## src/rtl/sdram_arbiter_if.sv

```systemverilog
// sdram_arbiter_if: bundles the video, CPU and aux client ports and the
// controller-side command/response port of the SDRAM arbiter.
// The arbiter connects through the master modport; the surrounding system
// (clients plus controller) uses the slave modport.
interface sdram_arbiter_if #(
   parameter int ADDR_W = 22
);
   // video framebuffer fetch client
   logic              vid_req;
   logic [ADDR_W-1:0] vid_addr;
   logic              vid_rvalid;
   logic              vid_ack;
   // CPU client
   logic              cpu_req;
   logic              cpu_we;
   logic [ADDR_W-1:0] cpu_addr;
   logic [31:0]       cpu_wdata;
   logic [3:0]        cpu_wmask;
   logic              cpu_rvalid;
   logic              cpu_ack;
   // auxiliary loader/debug client
   logic              aux_req;
   logic              aux_we;
   logic [ADDR_W-1:0] aux_addr;
   logic [31:0]       aux_wdata;
   logic [3:0]        aux_wmask;
   logic              aux_rvalid;
   logic              aux_ack;
   // shared read data
   logic [31:0]       rdata;
   // SDRAM controller port
   logic              mem_req;
   logic              mem_we;
   logic              mem_burst;
   logic [ADDR_W-1:0] mem_addr;
   logic [31:0]       mem_wdata;
   logic [3:0]        mem_wmask;
   logic              mem_ack;
   logic              mem_rvalid;
   logic [31:0]       mem_rdata;
   logic              mem_done;

   modport master (
      input  vid_req, vid_addr,
      input  cpu_req, cpu_we, cpu_addr, cpu_wdata, cpu_wmask,
      input  aux_req, aux_we, aux_addr, aux_wdata, aux_wmask,
      input  mem_ack, mem_rvalid, mem_rdata, mem_done,
      output vid_rvalid, vid_ack, cpu_rvalid, cpu_ack, aux_rvalid, aux_ack,
      output rdata,
      output mem_req, mem_we, mem_burst, mem_addr, mem_wdata, mem_wmask
   );

   modport slave (
      output vid_req, vid_addr,
      output cpu_req, cpu_we, cpu_addr, cpu_wdata, cpu_wmask,
      output aux_req, aux_we, aux_addr, aux_wdata, aux_wmask,
      output mem_ack, mem_rvalid, mem_rdata, mem_done,
      input  vid_rvalid, vid_ack, cpu_rvalid, cpu_ack, aux_rvalid, aux_ack,
      input  rdata,
      input  mem_req, mem_we, mem_burst, mem_addr, mem_wdata, mem_wmask
   );
endinterface

```

## src/rtl/sdram_arbiter.sv

```systemverilog
// sdram_arbiter: shares one SDRAM controller port between the video fetch
// (burst reads, top priority with a starvation guard), the CPU and an aux
// port (round-robin between the two). One transaction in flight at a time.
// Optional feature macro: SDRAM_ARB_AUX_EN -- when defined the aux port takes
// part in arbitration; otherwise its inputs are ignored and its strobes are 0.
module sdram_arbiter #(
   parameter int ADDR_W     = 22,
   parameter int BURST_LEN  = 8,
   parameter int STARVE_MAX = 16
) (
   input logic             clk_sdram,
   input logic             rst,
   sdram_arbiter_if.master bus
);
   localparam int CNT_W = $clog2(STARVE_MAX + 1);
   localparam logic [CNT_W-1:0]  STARVE_LIM = CNT_W'(STARVE_MAX);
   localparam logic [ADDR_W-1:0] BURST_MASK = ~ADDR_W'(BURST_LEN - 1);
`ifdef SDRAM_ARB_AUX_EN
   localparam logic AUX_EN = 1'b1;
`else
   localparam logic AUX_EN = 1'b0;
`endif

   typedef enum logic [1:0] {IDLE = 2'd0, ISSUE = 2'd1, WAIT = 2'd2} state_t;
   typedef enum logic [1:0] {OWN_VID = 2'd0, OWN_CPU = 2'd1, OWN_AUX = 2'd2} owner_t;

   state_t            state_q, state_d;
   owner_t            owner_q, owner_d, grant_own;
   logic              rr_q, rr_d;            // 0: CPU is next in line, 1: aux
   logic [CNT_W-1:0]  starve_q, starve_d;
   logic              mem_we_q, mem_we_d;
   logic              mem_burst_q, mem_burst_d;
   logic [ADDR_W-1:0] mem_addr_q, mem_addr_d;
   logic [31:0]       mem_wdata_q, mem_wdata_d;
   logic [3:0]        mem_wmask_q, mem_wmask_d;
   logic [31:0]       rdata_q, rdata_d;
   logic              vid_rvalid_q, vid_rvalid_d, cpu_rvalid_q, cpu_rvalid_d;
   logic              aux_rvalid_q, aux_rvalid_d;
   logic              vid_ack_q, vid_ack_d, cpu_ack_q, cpu_ack_d, aux_ack_q, aux_ack_d;
   logic              aux_req_eff, other_pend, starved, grant_any, grant_en;
   logic              mem_req, active;

   assign aux_req_eff = AUX_EN & bus.aux_req;
   assign other_pend  = bus.cpu_req | aux_req_eff;
   assign starved     = other_pend && (starve_q == STARVE_LIM);
   // The cycle an ack pulses is skipped so the finished client can drop its request.
   assign grant_en    = (state_q == IDLE) && !(vid_ack_q | cpu_ack_q | aux_ack_q);
   assign grant_any   = bus.vid_req | other_pend;

   // Choose the next owner: video unless starved, otherwise round-robin CPU/aux
   always_comb begin
      grant_own = OWN_VID;
      if (!bus.vid_req || starved) begin
         if (rr_q == 1'b0) begin
            if (bus.cpu_req) grant_own = OWN_CPU;
            else             grant_own = OWN_AUX;
         end else begin
            if (aux_req_eff) grant_own = OWN_AUX;
            else             grant_own = OWN_CPU;
         end
      end
   end

   // FSM state register
   always_ff @(posedge clk_sdram) begin
      if (rst) state_q <= IDLE;
      else     state_q <= state_d;
   end

   // FSM next-state logic
   always_comb begin
      state_d = state_q;
      unique case (state_q)
         IDLE:  if (grant_en && grant_any) state_d = ISSUE;
         ISSUE: begin
            if (bus.mem_ack) begin
               if (bus.mem_done) state_d = IDLE;
               else              state_d = WAIT;
            end
         end
         WAIT:  if (bus.mem_done) state_d = IDLE;
         default: state_d = IDLE;
      endcase
   end

   // FSM outputs: request while issuing; responses accepted from the ack cycle on
   always_comb begin
      mem_req = (state_q == ISSUE);
      active  = (state_q == WAIT) || ((state_q == ISSUE) && bus.mem_ack);
   end

   // Command latching, arbitration bookkeeping and response steering
   always_comb begin
      owner_d      = owner_q;
      rr_d         = rr_q;
      starve_d     = starve_q;
      mem_we_d     = mem_we_q;
      mem_burst_d  = mem_burst_q;
      mem_addr_d   = mem_addr_q;
      mem_wdata_d  = mem_wdata_q;
      mem_wmask_d  = mem_wmask_q;
      rdata_d      = rdata_q;
      vid_rvalid_d = 1'b0;
      cpu_rvalid_d = 1'b0;
      aux_rvalid_d = 1'b0;
      vid_ack_d    = 1'b0;
      cpu_ack_d    = 1'b0;
      aux_ack_d    = 1'b0;
      if (grant_en && grant_any) begin
         owner_d = grant_own;
         unique case (grant_own)
            OWN_VID: begin
               mem_we_d    = 1'b0;
               mem_burst_d = 1'b1;
               mem_addr_d  = bus.vid_addr & BURST_MASK;
               mem_wdata_d = '0;
               mem_wmask_d = '0;
            end
            OWN_CPU: begin
               mem_we_d    = bus.cpu_we;
               mem_burst_d = 1'b0;
               mem_addr_d  = bus.cpu_addr;
               mem_wdata_d = bus.cpu_wdata;
               mem_wmask_d = bus.cpu_wmask;
               rr_d        = AUX_EN;
            end
            default: begin
               mem_we_d    = bus.aux_we;
               mem_burst_d = 1'b0;
               mem_addr_d  = bus.aux_addr;
               mem_wdata_d = bus.aux_wdata;
               mem_wmask_d = bus.aux_wmask;
               rr_d        = 1'b0;
            end
         endcase
         if (grant_own != OWN_VID)       starve_d = '0;
         else if (starve_q != STARVE_LIM) starve_d = starve_q + CNT_W'(1);
      end
      if (!other_pend) starve_d = '0;
      if (active) begin
         if (bus.mem_rvalid && !mem_we_q) begin
            rdata_d = bus.mem_rdata;
            unique case (owner_q)
               OWN_VID: vid_rvalid_d = 1'b1;
               OWN_CPU: cpu_rvalid_d = 1'b1;
               default: aux_rvalid_d = 1'b1;
            endcase
         end
         if (bus.mem_done) begin
            unique case (owner_q)
               OWN_VID: vid_ack_d = 1'b1;
               OWN_CPU: cpu_ack_d = 1'b1;
               default: aux_ack_d = 1'b1;
            endcase
         end
      end
   end

   // Registers for owner, pointer, counter, command fields and response strobes
   always_ff @(posedge clk_sdram) begin
      if (rst) begin
         owner_q      <= OWN_VID;
         rr_q         <= 1'b0;
         starve_q     <= '0;
         mem_we_q     <= 1'b0;
         mem_burst_q  <= 1'b0;
         mem_addr_q   <= '0;
         mem_wdata_q  <= '0;
         mem_wmask_q  <= '0;
         rdata_q      <= '0;
         vid_rvalid_q <= 1'b0;
         cpu_rvalid_q <= 1'b0;
         aux_rvalid_q <= 1'b0;
         vid_ack_q    <= 1'b0;
         cpu_ack_q    <= 1'b0;
         aux_ack_q    <= 1'b0;
      end else begin
         owner_q      <= owner_d;
         rr_q         <= rr_d;
         starve_q     <= starve_d;
         mem_we_q     <= mem_we_d;
         mem_burst_q  <= mem_burst_d;
         mem_addr_q   <= mem_addr_d;
         mem_wdata_q  <= mem_wdata_d;
         mem_wmask_q  <= mem_wmask_d;
         rdata_q      <= rdata_d;
         vid_rvalid_q <= vid_rvalid_d;
         cpu_rvalid_q <= cpu_rvalid_d;
         aux_rvalid_q <= aux_rvalid_d;
         vid_ack_q    <= vid_ack_d;
         cpu_ack_q    <= cpu_ack_d;
         aux_ack_q    <= aux_ack_d;
      end
   end

   assign bus.mem_req    = mem_req;
   assign bus.mem_we     = mem_we_q;
   assign bus.mem_burst  = mem_burst_q;
   assign bus.mem_addr   = mem_addr_q;
   assign bus.mem_wdata  = mem_wdata_q;
   assign bus.mem_wmask  = mem_wmask_q;
   assign bus.rdata      = rdata_q;
   assign bus.vid_rvalid = vid_rvalid_q;
   assign bus.vid_ack    = vid_ack_q;
   assign bus.cpu_rvalid = cpu_rvalid_q;
   assign bus.cpu_ack    = cpu_ack_q;
   assign bus.aux_rvalid = AUX_EN & aux_rvalid_q;
   assign bus.aux_ack    = AUX_EN & aux_ack_q;
endmodule

```

## src/flat_wrapper.sv

```systemverilog
// flat-port wrapper written by rule: the top's interface ports become plain ports
module sdram_arbiter_flat 
#(
   parameter int ADDR_W     = 22,
   parameter int BURST_LEN  = 8,
   parameter int STARVE_MAX = 16
)
  (clk_sdram, rst, bus_vid_req, bus_vid_addr, bus_cpu_req, bus_cpu_we, bus_cpu_addr, bus_cpu_wdata, bus_cpu_wmask, bus_aux_req, bus_aux_we, bus_aux_addr, bus_aux_wdata, bus_aux_wmask, bus_mem_ack, bus_mem_rvalid, bus_mem_rdata, bus_mem_done, bus_vid_rvalid, bus_vid_ack, bus_cpu_rvalid, bus_cpu_ack, bus_aux_rvalid, bus_aux_ack, bus_rdata, bus_mem_req, bus_mem_we, bus_mem_burst, bus_mem_addr, bus_mem_wdata, bus_mem_wmask);
  sdram_arbiter_if #(.ADDR_W(ADDR_W)) bus_i ();
  input logic clk_sdram;
  input logic rst;
  input wire logic [$bits(bus_i.vid_req)-1:0] bus_vid_req;
  input wire logic [$bits(bus_i.vid_addr)-1:0] bus_vid_addr;
  input wire logic [$bits(bus_i.cpu_req)-1:0] bus_cpu_req;
  input wire logic [$bits(bus_i.cpu_we)-1:0] bus_cpu_we;
  input wire logic [$bits(bus_i.cpu_addr)-1:0] bus_cpu_addr;
  input wire logic [$bits(bus_i.cpu_wdata)-1:0] bus_cpu_wdata;
  input wire logic [$bits(bus_i.cpu_wmask)-1:0] bus_cpu_wmask;
  input wire logic [$bits(bus_i.aux_req)-1:0] bus_aux_req;
  input wire logic [$bits(bus_i.aux_we)-1:0] bus_aux_we;
  input wire logic [$bits(bus_i.aux_addr)-1:0] bus_aux_addr;
  input wire logic [$bits(bus_i.aux_wdata)-1:0] bus_aux_wdata;
  input wire logic [$bits(bus_i.aux_wmask)-1:0] bus_aux_wmask;
  input wire logic [$bits(bus_i.mem_ack)-1:0] bus_mem_ack;
  input wire logic [$bits(bus_i.mem_rvalid)-1:0] bus_mem_rvalid;
  input wire logic [$bits(bus_i.mem_rdata)-1:0] bus_mem_rdata;
  input wire logic [$bits(bus_i.mem_done)-1:0] bus_mem_done;
  output wire logic [$bits(bus_i.vid_rvalid)-1:0] bus_vid_rvalid;
  output wire logic [$bits(bus_i.vid_ack)-1:0] bus_vid_ack;
  output wire logic [$bits(bus_i.cpu_rvalid)-1:0] bus_cpu_rvalid;
  output wire logic [$bits(bus_i.cpu_ack)-1:0] bus_cpu_ack;
  output wire logic [$bits(bus_i.aux_rvalid)-1:0] bus_aux_rvalid;
  output wire logic [$bits(bus_i.aux_ack)-1:0] bus_aux_ack;
  output wire logic [$bits(bus_i.rdata)-1:0] bus_rdata;
  output wire logic [$bits(bus_i.mem_req)-1:0] bus_mem_req;
  output wire logic [$bits(bus_i.mem_we)-1:0] bus_mem_we;
  output wire logic [$bits(bus_i.mem_burst)-1:0] bus_mem_burst;
  output wire logic [$bits(bus_i.mem_addr)-1:0] bus_mem_addr;
  output wire logic [$bits(bus_i.mem_wdata)-1:0] bus_mem_wdata;
  output wire logic [$bits(bus_i.mem_wmask)-1:0] bus_mem_wmask;
  assign bus_i.vid_req = bus_vid_req;
  assign bus_i.vid_addr = bus_vid_addr;
  assign bus_i.cpu_req = bus_cpu_req;
  assign bus_i.cpu_we = bus_cpu_we;
  assign bus_i.cpu_addr = bus_cpu_addr;
  assign bus_i.cpu_wdata = bus_cpu_wdata;
  assign bus_i.cpu_wmask = bus_cpu_wmask;
  assign bus_i.aux_req = bus_aux_req;
  assign bus_i.aux_we = bus_aux_we;
  assign bus_i.aux_addr = bus_aux_addr;
  assign bus_i.aux_wdata = bus_aux_wdata;
  assign bus_i.aux_wmask = bus_aux_wmask;
  assign bus_i.mem_ack = bus_mem_ack;
  assign bus_i.mem_rvalid = bus_mem_rvalid;
  assign bus_i.mem_rdata = bus_mem_rdata;
  assign bus_i.mem_done = bus_mem_done;
  assign bus_vid_rvalid = bus_i.vid_rvalid;
  assign bus_vid_ack = bus_i.vid_ack;
  assign bus_cpu_rvalid = bus_i.cpu_rvalid;
  assign bus_cpu_ack = bus_i.cpu_ack;
  assign bus_aux_rvalid = bus_i.aux_rvalid;
  assign bus_aux_ack = bus_i.aux_ack;
  assign bus_rdata = bus_i.rdata;
  assign bus_mem_req = bus_i.mem_req;
  assign bus_mem_we = bus_i.mem_we;
  assign bus_mem_burst = bus_i.mem_burst;
  assign bus_mem_addr = bus_i.mem_addr;
  assign bus_mem_wdata = bus_i.mem_wdata;
  assign bus_mem_wmask = bus_i.mem_wmask;
  sdram_arbiter #(.ADDR_W(ADDR_W), .BURST_LEN(BURST_LEN), .STARVE_MAX(STARVE_MAX)) u_core (.clk_sdram(clk_sdram), .rst(rst), .bus(bus_i));
endmodule
```

## config.mk

```make
export PLATFORM = sky130hd
export DESIGN_NAME = sdram_arbiter_flat
export DESIGN_NICKNAME = d
export VERILOG_FILES = /design/src/rtl/sdram_arbiter_if.sv /design/src/rtl/sdram_arbiter.sv /design/src/flat_wrapper.sv
export SDC_FILE = /design/constraint.sdc
export NUM_CORES = 1
export LEC_CHECK = 0
export CORE_AREA = 2 2 108 110
export DETAILED_ROUTE_END_ITERATION = 10
export DIE_AREA = 0 0 110 112
export HOLD_SLACK_MARGIN = 0.05
export PLACE_DENSITY = 0.8
export SKIP_CTS_REPAIR_TIMING = 1
export SLEW_MARGIN = 20
export SYNTH_ARGS = -nofsm -noshare
export SYNTH_HDL_FRONTEND = slang
export SYNTH_SLANG_ARGS = --single-unit
```

## constraint.sdc

```tcl
create_clock -name clk_sdram -period 4.1 [get_ports clk_sdram]
set_input_delay 0.41 -clock clk_sdram [delete_from_list [all_inputs] [get_ports clk_sdram]]
set_output_delay 0.41 -clock clk_sdram [all_outputs]
set_load 0.005 [all_outputs]
```

==> results of run 1 <==
[cell type report]
type	count	area (sq um)	area share
clock buffer	10	239.0	0.03752
tap	143	178.9	0.02809
clock inverter	6	88.84	0.01395
sequential	106	2122	0.3332
timing repair buffer	219	2172	0.3411
inverter	4	15.01	0.002358
multi-input combinational	239	1553	0.2438
[power by group through the flow]
| stage | clock network [mW] | logic, mW | registers, mW |
|---|---|---|---|
| 2_1_floorplan | 0 | 0.149 | 1.14 |
| 3_5_place_dp | 0 | 0.408 | 1.14 |
| 5_1_grt | 1.01 | 0.440 | 1.13 |
| 4_1_cts | 0.958 | 0.410 | 1.12 |
| 6_report | 0.932 | 0.408 | 1.12 |
| 3_3_place_gp | 0 | 0.399 | 1.14 |
[placed cells by master (no fill, tap or decap), types with 3 or more instances in the layout]
cell / netlist / routed
sky130_fd_sc_hd__nor2_1: 59 / 57
sky130_fd_sc_hd__inv_1: 4 / 4
sky130_fd_sc_hd__o21ai_0: 3 / 3
sky130_fd_sc_hd__and2_1: 3 / 3
sky130_fd_sc_hd__nand2_1: 43 / 43
sky130_fd_sc_hd__clkdlybuf4s50_1: 0 / 212
sky130_fd_sc_hd__a311oi_1: 19 / 19
sky130_fd_sc_hd__clkbuf_16: 0 / 9
sky130_fd_sc_hd__buf_4: 2 / 6
sky130_fd_sc_hd__dfxtp_1: 106 / 106
sky130_fd_sc_hd__mux2i_1: 32 / 32
sky130_fd_sc_hd__nand3_1: 6 / 6
sky130_fd_sc_hd__a21oi_1: 7 / 6
sky130_fd_sc_hd__a22o_1: 40 / 40
[metrics by stage]
stage,power [mW],area [sq um],cells
finish,2.459,6369,727
global route,2.573,6369,727
CTS,2.487,6369,727
detailed placement,1.550,6041,711
global placement,1.538,6041,711
floorplan,1.293,3800,378
[cell families after synthesis]
family,Yosys count,share of synthesized area
other,1,0.0009878
adders and majority gates,2,0.006591
buffers and inverters,33,0.03889
AOI/OAI and AO/OA,76,0.1638
muxes,32,0.08438
and+or+nand+nor,127,0.1463
DFF,106,0.5590
[state kept, by name (all words and copies together), names as in the netlist]
name	cells
u_core.bus.mem_wmask	4
u_core.bus.mem_addr	22
u_core.bus.mem_we	1
u_core.owner_q	2
u_core.state_q	2
u_core.bus.mem_wdata	32
u_core.bus.cpu_ack	1
u_core.bus.rdata	32
u_core.bus.vid_rvalid	1
u_core.bus.mem_burst	1
u_core.bus.cpu_rvalid	1
u_core.starve_q	5
u_core.bus.vid_ack	1
u_core.aux_ack_q	1
[per-layer routing]
layer  up-vias  share of wire  track usage
met5         -              0            0
met4         0          0.017      0.07004
met3        15          0.087      0.05621
met2       135           0.51       0.3337
met1      1670           0.38       0.1924
li1       1728              -            -
[final timing paths]
check             slack (ns)                   end  cells after the start               from
setup / recovery        1.83  u_core.bus.rdata[21]                      6        bus_mem_ack
hold / removal          0.47    u_core.bus.vid_ack                      1  u_core.owner_q[1]
setup reg to reg        1.91  u_core.bus.rdata[21]                      5  u_core.state_q[1]
hold reg to reg         0.47    u_core.bus.vid_ack                      1  u_core.owner_q[1]
==> run_results.csv, run 1 <==
group,metric,value,unit
synth,synth.yosys.seq_area_share,0.5590,
synth,yosys_most_used_dff,"sky130_fd_sc_hd__dfxtp_1",
floorplan,initial_utilization,0.3397,
synth,netlist_top_cells_count,"106 x sky130_fd_sc_hd__dfxtp_1, 59 x sky130_fd_sc_hd__nor2_1, 43 x sky130_fd_sc_hd__nand2_1, 40 x sky130_fd_sc_hd__a22o_1, 32 x sky130_fd_sc_hd__mux2i_1",
pwr,switchingPower,0.5681,mW
synth,synth.yosys.warnings,0,
worst_setup_path,crit_fanout,22,
worst_setup_path,cp_slowest_cell,"sky130_fd_sc_hd__a21oi_4",
route,route.detailed.wl_per_inst,15.84,um
synth,netlist_area,0.003796,sq mm
placement,hpwl,8417,um
floorplan,floorplan.rows,39,
route,drt_first_iter_violations,126,
synth,synth_edf_count,0,
clock_network,cts_tree,"yes",
pwr,combinationalPowerShare,0.166,
floorplan,fp.dieArea,0.01232,sq mm
worst_setup_path,data_required_time_of_the_worst_path,4.33,ns
sta,fin_skew,0.01116,ns
synth,yosys-top-cells-area,"sky130_fd_sc_hd__dfxtp_1 56%, sky130_fd_sc_hd__a22o_1 9.2%, sky130_fd_sc_hd__mux2i_1 8.4%, sky130_fd_sc_hd__nor2_1 5.8%, sky130_fd_sc_hd__a311oi_1 4.4%",
sta,final_tns_setup,0,ns
synth,yosysTopAreaCell,"sky130_fd_sc_hd__dfxtp_1",
pwr,cell_internal_pwr,1.891,mW
route,remaining_drc_errors,0,
grt,grt_pass1_wl,17750,um
clock_network,clk_root_buffer_cell,"sky130_fd_sc_hd__clkbuf_16",
sta,post-route-worst-setup-slack,1.832,ns
route,antenna_left,0,
grt,grt.overflow.total,0,
route,viasPerCell,4.880,
cells_and_area,layout.core_utilization,0.5699,
cells_and_area,fin_nets,761,
cells_and_area,num_antenna_cells,0,
sta,fin_hold_ws,0.4749,ns
clock_network,clk_pin_slew,0.08,ns
placement,port_buffers,213,
worst_setup_path,timing.critical_path.from_type,"primary input",
clock_network,clock_sink_count,106,
synth,postSynth.asyncResetShare,0,
sta,final-hold-violation-count,0,
sta,setup_repair_after_global_routing_missed_its_margin,"false",
synth,syn_inst,377,
job,max-cap-violations,0,
sta,layout_worst_path_cycle_share,0.5532,
floorplan,floorplan.die.height,112,um
clock_network,clock_latency,0.34,ns
worst_setup_path,slowest_stage_delay_cp,0.74,ns
floorplan,boundaryPins,279,
floorplan,chipWidth,110,um
cells_and_area,num-fill-cells,979,
route,detailroute.via_count,3548,
worst_setup_path,timing.setup.critical_path_class,"in2reg",
hold_path,hold_path.class,"reg2reg",
route,drt_wl_total,11520,um
worst_setup_path,timing.critical_path.cells,"clkdlybuf4s50_1, nand3b_1, a21oi_4, buf_4, mux2i_1, nor2_1",
sta,drv_slew,0,
synth,most_numerous_cell_in_the_yosys_netlist,"sky130_fd_sc_hd__dfxtp_1",
pwr,share_of_total_power_consumed_by_net_switching,0.2310,
run_status,outcome,"finished, final reports clean",
cells_and_area,area_growth,67.77,%
route,drt_first_pass_iters,4,
sta,clock_period_minus_worst_slack,2.268,ns
clock_network,cts-htree-levels,3,
clock_network,cts-root-to-sink-buffers,2,
grt,grt_max_degree,42,
worst_setup_path,end_kind,"flip-flop",
sta,finalSetupViolations,0,
pwr,share_clk_of_total_power,0.379,
synth,yosys.cell_types.count,38,
synth,synth_top_area_frac,0.5590,
grt,antenna_found_initial,0,
worst_setup_path,crit_family,"buffers and inverters",
synth,yosys_register_bits,106,
pwr,max-vdd-ir-drop,0.0001942,V
sta,achievable-frequency,440.9,MHz
pwr,p_leak,2.366,nW
pwr,power_frac_seq,0.455,
cells_and_area,final_layout_size_suffix_gt1_frac,0.05137,
pwr,power_per_cell_area,386.2,mW/mm^2
grt,vias_in_the_first_global_route,3669,
grt,grt_use_total,0.1830,
clock_network,cts_buffers,9,
synth,syn-mean-instance-area,10.07,sq um
sta,max_slew.worst_pin.slew,0.8720,ns
placement,dpl_worst_slack,1.445,ns
worst_setup_path,cp.buffers_inverters,2,
floorplan,floorplan.core_area,0.01117,sq mm
sta,timing.max_slew.rel_slack,0.4174,
placement,gp_congestion,0.8418,
worst_setup_path,critical_path_arrival,2.49,ns
Note: power is estimated with default switching activity, not from simulation.
==> run 2: changes to the inputs <==
--- a/config.mk
+++ b/config.mk
@@ -5,9 +5,9 @@
 export SDC_FILE = /design/constraint.sdc
 export NUM_CORES = 1
 export LEC_CHECK = 0
-export CORE_AREA = 2 2 108 110
+export CORE_MARGIN = 1
+export CORE_UTILIZATION = 34
 export DETAILED_ROUTE_END_ITERATION = 10
-export DIE_AREA = 0 0 110 112
 export HOLD_SLACK_MARGIN = 0.05
 export PLACE_DENSITY = 0.8
 export SKIP_CTS_REPAIR_TIMING = 1
==> constraint.sdc (replaced) <==
create_clock -name clk_sdram -period 2.1 [get_ports clk_sdram]
set_input_delay 0.21 -clock clk_sdram [delete_from_list [all_inputs] [get_ports clk_sdram]]
set_output_delay 0.21 -clock clk_sdram [all_outputs]
set_load 0.005 [all_outputs]
==> run 2 against run 1 <==
Clock power grew 33%. Die area down 5.9%. Via count is essentially flat. Hold slack worse by 0.16 ns. Critical path type is now reg2reg. Global-route usage rose by 0.49 points. Count of clock-buffer cells in the layout is 1 higher. Sequential share of layout area fell by 0.26 points. Cell count up 1.1%. Register-to-register slack got worse by 1.9 ns.
==> run_results.csv, run 2 (synthesis gave the netlist of run 1 again) <==
group,metric,value,unit
floorplan,boundaryPins,279,
grt,grt_max_degree,41,
route,antenna_left,0,
worst_setup_path,worst_r2r_startpoint,"u_core.state_q[0]",
worst_setup_path,timing.setup.critical_path_class,"reg2reg",
clock_network,clock_latency,0.36,ns
worst_setup_path,timing.critical_path.from_type,"flip-flop",
floorplan,floorplan.die.height,107.7,um
placement,hpwl,7894,um
cells_and_area,layout.core_utilization,0.5928,
worst_setup_path,slowest_stage_delay_cp,0.54,ns
worst_setup_path,cp_slowest_cell,"sky130_fd_sc_hd__or4_4",
floorplan,floorplan.core_area,0.01084,sq mm
worst_setup_path,timing.critical_path.to,"u_core.bus.mem_wdata[0]",
floorplan,initial_utilization,0.3502,
worst_setup_path,end_kind,"flip-flop",
grt,antenna_found_initial,0,
worst_setup_path,startpoint,"u_core.state_q[0]",
placement,port_buffers,213,
placement,dpl_worst_slack,0.1217,ns
grt,grt_use_total,0.1880,
worst_setup_path,crit_fanout,5,
pwr,max-vdd-ir-drop,0.0004830,V
route,route.detailed.wl_per_inst,15.50,um
clock_network,cts-root-to-sink-buffers,2,
worst_setup_path,data_required_time_of_the_worst_path,2.40,ns
pwr,power_frac_seq,0.511,
route,drt_first_pass_iters,4,
sta,drv_slew,0,
sta,finalSetupViolations,0,
worst_setup_path,critical_path_depth,7,
pwr,p_leak,2.397,nW
clock_network,cts_buffers,9,
route,remaining_drc_errors,0,
pwr,switchingPower,1.109,mW
worst_setup_path,reg2reg_setup_slack,0.05,ns
route,detailroute.via_count,3549,
sta,fin_hold_ws,0.3143,ns
hold_path,hold_path.class,"in2reg",
sta,layout_worst_path_cycle_share,0.9777,
worst_setup_path,cp.buffers_inverters,3,
cells_and_area,area_growth,69.28,%
sta,final-hold-violation-count,0,
placement,gp_congestion,0.7146,
floorplan,fp.dieArea,0.01159,sq mm
run_status,outcome,"finished, final reports clean",
pwr,power_per_cell_area,665.6,mW/mm^2
worst_setup_path,rr_worst_depth,7,
job,max-cap-violations,0,
cells_and_area,fin_nets,772,
clock_network,clk_pin_slew,0.11,ns
sta,fin_skew,0.01305,ns
clock_network,cts_tree,"yes",
cells_and_area,mostFrequentLayoutCells,"212 x sky130_fd_sc_hd__clkdlybuf4s50_1, 104 x sky130_fd_sc_hd__dfxtp_1, 57 x sky130_fd_sc_hd__nor2_1",
floorplan,floorplan.rows,38,
route,viasPerCell,4.829,
route,drt_first_iter_violations,200,
worst_setup_path,critical_path_arrival,2.36,ns
worst_setup_path,timing.critical_path.cells,"or4_4, or2_4, buf_6, nor3_4, buf_12, clkbuf_16, a22o_1",
sta,achievable-frequency,487.0,MHz
pwr,share_of_total_power_consumed_by_net_switching,0.2592,
clock_network,clock_sink_count,106,
floorplan,chipWidth,107.7,um
sta,post-route-worst-setup-slack,0.04681,ns
worst_setup_path,worstReg2RegEnd,"u_core.bus.mem_wdata[0]",
pwr,share_clk_of_total_power,0.291,
clock_network,clk_root_buffer_cell,"sky130_fd_sc_hd__clkbuf_8",
cells_and_area,mostFrequentLayoutCell,"sky130_fd_sc_hd__clkdlybuf4s50_1",
grt,grt.overflow.total,0,
cells_and_area,num_antenna_cells,0,
clock_network,cts-htree-levels,3,
pwr,combinationalPowerShare,0.198,
grt,vias_in_the_first_global_route,3475,
worst_setup_path,crit_family,"simple AND/OR/NAND/NOR gates",
sta,clock_period_minus_worst_slack,2.053,ns
grt,grt_pass1_wl,16990,um
cells_and_area,final_layout_size_suffix_gt1_frac,0.07395,
route,drt_wl_total,11390,um
pwr,cell_internal_pwr,3.168,mW
==> run 2: cell types whose count changed in the layout (fill, tap and decap cells not counted), sizes merged <==
cell | previous run | this run
buf | 7 | 16
bufinv | 2 | 0
clkbuf | 10 | 13
clkinv | 1 | 4
clkinvlp | 2 | 0
==> run 2: routing by layer <==
metal | share of wire | vias to the layer above | global-route usage
li1 | - | 1748 | -
met1 | 0.42 | 1658 | 0.2189
met2 | 0.49 | 131 | 0.3255
met3 | 0.073 | 12 | 0.05448
met4 | 0.015 | 0 | 0.06849
met5 | 0 | - | 0
==> run 2: power by group through the flow <==
stage / combinational [mW] / clock (mW) / sequential (mW)
3_3_place_gp: 0.794 / 0 / 2.22
5_1_grt: 0.916 / 1.37 / 2.20
4_1_cts: 0.821 / 1.28 / 2.18
3_5_place_dp: 0.816 / 0 / 2.23
6_report: 0.848 / 1.24 / 2.18
2_1_floorplan: 0.291 / 0 / 2.23
==> run 2: final cells by class <==
| cell class | instances | area [sq um] |
|---|---|---|
| Multi-Input combinational cell | 239 | 1555 |
| Timing Repair Buffer | 230 | 2359 |
| Inverter | 4 | 15.01 |
| Clock inverter | 5 | 46.29 |
| Tap cell | 140 | 175.2 |
| Sequential cell | 106 | 2125 |
| Fill cell | 951 | 4414 |
| Clock buffer | 11 | 151.4 |
==> run 2: how the worst min path moves through the flow <==
stage,start,to,slack (ns),cells past startpoint
6_report,rst,u_core.owner_q[1],0.31,3
4_1_cts,rst,u_core.owner_q[1],0.32,3
3_3_place_gp,u_core.owner_q[1],u_core.bus.vid_ack,0.45,1
2_1_floorplan,bus_mem_done,u_core.state_q[1],0.29,1
5_1_grt,rst,u_core.owner_q[1],0.33,3
3_5_place_dp,u_core.bus.mem_wdata[27],u_core.bus.mem_wdata[27],0.45,1
==> run 2: worst reg2reg max path, cell delays in order (launching register included) <==
cell and delay (ns):
sky130_fd_sc_hd__dfxtp_2 0.35, sky130_fd_sc_hd__or4_4 0.54, sky130_fd_sc_hd__or2_4 0.27, sky130_fd_sc_hd__buf_6 0.12
sky130_fd_sc_hd__nor3_4 0.26, sky130_fd_sc_hd__buf_12 0.17, sky130_fd_sc_hd__clkbuf_16 0.15, sky130_fd_sc_hd__a22o_1 0.13
==> run 2: per-stage QoR <==
stage | instances | setup TNS [ns] | area, sq um | total power [mW]
floorplan | 378 | 0 | 3800 | 2.524
global route | 735 | -0.01108 | 6426 | 4.482
global placement | 712 | 0 | 6105 | 3.017
finish | 735 | 0 | 6426 | 4.277
CTS | 728 | 0 | 6302 | 4.287
detailed placement | 712 | 0 | 6105 | 3.045
==> run 3: changes to the inputs <==
--- a/config.mk
+++ b/config.mk
@@ -5,12 +5,12 @@
 export SDC_FILE = /design/constraint.sdc
 export NUM_CORES = 1
 export LEC_CHECK = 0
+export ABC_AREA = 1
 export CORE_MARGIN = 1
-export CORE_UTILIZATION = 34
+export CORE_UTILIZATION = 35
 export DETAILED_ROUTE_END_ITERATION = 10
 export HOLD_SLACK_MARGIN = 0.05
-export PLACE_DENSITY = 0.8
-export SKIP_CTS_REPAIR_TIMING = 1
+export PLACE_DENSITY = 0.77
 export SLEW_MARGIN = 20
 export SYNTH_ARGS = -nofsm -noshare
 export SYNTH_HDL_FRONTEND = slang
==> run 3 against run 2 <==
Count of clock-buffer cells in the layout up 1. Area after synthesis is 16% higher. Highest routed layer unchanged. Non-clock buffer count fell by 1. Hold slack lost 0.067 ns. Core utilization shrank 2.3 points. Synthesized cell count is 58% higher.
==> run_results.csv, run 3 <==
group,metric,value,unit
synth,yosys_most_used_dff,"sky130_fd_sc_hd__dfxtp_1",
grt,grt_pass1_wl,20700,um
sta,final_tns_setup,0,ns
floorplan,chipWidth,114.2,um
worst_setup_path,end_kind,"flip-flop",
route,antenna_left,0,
sta,setup_repair_after_global_routing_missed_its_margin,"false",
cells_and_area,num-fill-cells,1158,
clock_network,clk_root_buffer_cell,"sky130_fd_sc_hd__clkbuf_16",
cells_and_area,mostFrequentLayoutCells,"211 x sky130_fd_sc_hd__clkdlybuf4s50_1, 134 x sky130_fd_sc_hd__nand2_1, 106 x sky130_fd_sc_hd__dfxtp_1",
clock_network,clock_latency,0.35,ns
sta,finalSetupViolations,0,
route,drt_first_pass_iters,4,
worst_setup_path,timing.critical_path.cells,"inv_1, ha_1, nand2_1, inv_1, nand2_1, nand2_2, buf_4, nand3_1, nand3_1, nand2_1, inv_1",
clock_network,cts_tree,"yes",
synth,netlist_area,0.004405,sq mm
sta,final-hold-violation-count,0,
floorplan,boundaryPins,279,
worst_setup_path,timing.critical_path.from_type,"flip-flop",
placement,hpwl,9013,um
cells_and_area,final_cell_area,0.006928,sq mm
clock_network,cts_buffers,9,
route,route.detailed.wl_per_inst,13.51,um
hold_path,worst_hold_path.num_cells,5,
grt,grtUsageMet1,0.2410,
worst_setup_path,worst_r2r_startpoint,"u_core.starve_q[0]",
synth,yosys-top-cells-area,"sky130_fd_sc_hd__dfxtp_1 48%, sky130_fd_sc_hd__nand2_1 11%, sky130_fd_sc_hd__nand3_1 8.7%, sky130_fd_sc_hd__a21oi_1 8.6%, sky130_fd_sc_hd__nand4_1 6.4%",
grt,vias_in_the_first_global_route,4215,
synth,syn-mean-instance-area,7.379,sq um
worst_setup_path,data_required_time_of_the_worst_path,2.35,ns
sta,drv_slew,0,
clock_network,cts-htree-levels,3,
floorplan,fp.dieArea,0.01304,sq mm
clock_network,cts_repair_resize_count,0,
cells_and_area,fin_nets,970,
grt,grt_busiest_layer,"met2",
clock_network,cts_hold_buffers,0,
cells_and_area,final-instance-count-excl-fill,961,
route,viasPerCell,4.816,
synth,synthMuxAreaShare,0,
grt,grt.overflow.total,0,
clock_network,clk_pin_slew,0.07,ns
grt,global_route.usage.met3,0.05982,
worst_setup_path,cp_slowest_cell,"sky130_fd_sc_hd__dfxtp_1",
run_status,outcome,"finished, final reports clean",
worst_setup_path,worstReg2RegEnd,"u_core.bus.mem_addr[7]",
grt,grt_use_total,0.2002,
synth,yosysTopAreaCell,"sky130_fd_sc_hd__dfxtp_1",
route,drt_wl_total,12980,um
job,max-cap-violations,0,
synth,netlist_top_cells_count,"134 x sky130_fd_sc_hd__nand2_1, 106 x sky130_fd_sc_hd__dfxtp_1, 77 x sky130_fd_sc_hd__nand3_1, 76 x sky130_fd_sc_hd__a21oi_1, 52 x sky130_fd_sc_hd__nor2_1",
worst_setup_path,rr_worst_depth,11,
synth,synth-adder-area-share,0.005680,
cells_and_area,multi_input_comb_area,0.001873,sq mm
pwr,design_power_total,4.829,mW
synth,main_combinational_cell_family_by_area_after_synthesis,"simple AND/OR/NAND/NOR gates",
synth,synth.yosys.seq_area_share,0.4817,
pwr,share_clk_of_total_power,0.357,
cells_and_area,seqCellArea,0.002122,sq mm
sta,layout_worst_path_cycle_share,0.7559,
synth,synth.yosys.warnings,0,
cells_and_area,mostFrequentLayoutCell,"sky130_fd_sc_hd__clkdlybuf4s50_1",
route,detailroute.via_count,4628,
floorplan,initial_utilization,0.3622,
placement,placedCellCount,945,
synth,synth_top_area_frac,0.4817,
worst_setup_path,cp.buffers_inverters,4,
clock_network,cts-root-to-sink-buffers,2,
hold_path,min_to,"u_core.starve_q[2]",
cells_and_area,area_growth,57.26,%
pwr,power_frac_seq,0.448,
floorplan,floorplan.rows,40,
floorplan,floorplan.core_area,0.01216,sq mm
cells_and_area,final_layout_size_suffix_gt1_frac,0.05170,
grt,grt_max_degree,61,
sta,achievable-frequency,629.9,MHz
synth,most_numerous_cell_in_the_yosys_netlist,"sky130_fd_sc_hd__nand2_1",
synth,synth_simple_gate_area_share,0.3275,
pwr,share_of_total_power_consumed_by_net_switching,0.2537,
worst_setup_path,timing.setup.critical_path_class,"reg2reg",
placement,placedInstanceArea,0.006621,sq mm
floorplan,floorplan.die.height,114.2,um
placement,port_buffers,213,
sta,fin_skew,0.006389,ns
pwr,max-vdd-ir-drop,0.0005026,V
grt,antenna_found_initial,0,
synth,syn_inst,597,
synth,postSynth.asyncResetShare,0,
route,drt_first_iter_violations,291,
hold_path,hold_path_startpoint,"bus_cpu_req",
placement,gp_congestion,0.8168,
pwr,power_per_cell_area,697.0,mW/mm^2
worst_setup_path,critical_path_arrival,1.84,ns
synth,yosys_register_bits,106,
worst_setup_path,reg2reg_setup_slack,0.51,ns
worst_setup_path,crit_fanout,30,
clock_network,post-cts-setup-buffer-count,0,
route,remaining_drc_errors,0,
hold_path,hold_path.class,"in2reg",
synth,synth_compound_gate_area_share,0.08975,
pwr,p_leak,2.655,nW
pwr,combinationalPowerShare,0.195,
synth,synth_edf_count,0,
cells_and_area,num_antenna_cells,0,
clock_network,clock_sink_count,106,
synth,yosys.cell_types.count,23,
pwr,cell_internal_pwr,3.603,mW
worst_setup_path,crit_family,"simple AND/OR/NAND/NOR gates",
pwr,switchingPower,1.225,mW
synth,synth_xor_area_frac,0,
grt,met2_layer_usage_reported_by_global_route,0.3349,
worst_setup_path,slowest_stage_delay_cp,0.39,ns
sta,clock_period_minus_worst_slack,1.587,ns
run 3: worst reg2reg max path, stage by stage, from the launching register on:
cell and delay (ns):
sky130_fd_sc_hd__dfxtp_1 0.39, sky130_fd_sc_hd__inv_1 0.08, sky130_fd_sc_hd__ha_1 0.20, sky130_fd_sc_hd__nand2_1 0.06, sky130_fd_sc_hd__inv_1 0.05, sky130_fd_sc_hd__nand2_1 0.09, sky130_fd_sc_hd__nand2_2 0.06, sky130_fd_sc_hd__buf_4 0.23
sky130_fd_sc_hd__nand3_1 0.12, sky130_fd_sc_hd__nand3_1 0.09, sky130_fd_sc_hd__nand2_1 0.08, sky130_fd_sc_hd__inv_1 0.04
run 3: through the flow:
stage                 util  worst slack, ns  hold WS [ns]
floorplan                -           0.6653        0.2861
global placement    0.5444           0.3316        0.4474
detailed placement  0.5444           0.3065        0.4519
CTS                 0.5697           0.4998        0.2350
global route        0.5697           0.3676        0.2802
finish              0.5697           0.5125        0.2470
run 3: power by group through the flow:
stage / clock (mW) / sequential, mW / combinational, mW
3_5_place_dp: 0 / 2.21 / 0.943
3_3_place_gp: 0 / 2.21 / 0.943
5_1_grt: 1.85 / 2.17 / 1.04
2_1_floorplan: 0 / 2.22 / 0.427
4_1_cts: 1.77 / 2.16 / 0.951
6_report: 1.72 / 2.16 / 0.941
run 3: logic make-up after synthesis:
group	after synthesis
buffers and inverters	89
adder cells (fa/ha/maj)	2
AO/OA/AOI/OAI	79
flip-flops	106
other	1
AND/OR/NAND/NOR	320
run 3: cell type report:
| cell class | instances | share of cell area |
|---|---|---|
| inverter | 39 | 0.02113 |
| clock inverter | 4 | 0.007224 |
| multi-input combinational | 403 | 0.2704 |
| sequential | 106 | 0.3063 |
| tap | 168 | 0.03034 |
| timing repair buffer | 229 | 0.3276 |
| clock buffer | 12 | 0.03702 |
run 3: worst max path at each step:
| stage | start | cells past startpoint | end |
|---|---|---|---|
| 4_1_cts | u_core.starve_q[0] | 9 | u_core.bus.mem_wdata[19] |
| 3_3_place_gp | bus_vid_req | 9 | u_core.bus.mem_addr[4] |
| 3_5_place_dp | bus_vid_req | 9 | u_core.bus.mem_addr[4] |
| 5_1_grt | u_core.starve_q[1] | 11 | u_core.bus.mem_addr[7] |
| 6_report | u_core.starve_q[0] | 11 | u_core.bus.mem_addr[7] |
| 2_1_floorplan | u_core.starve_q[0] | 10 | u_core.bus.mem_wdata[10] |
run 3: metal layers:
layer / share of wire / up-vias
met1: 0.43 / 2102
met2: 0.48 / 145
met5: 0 / -
met3: 0.066 / 25
li1: - / 2356
met4: 0.025 / 0
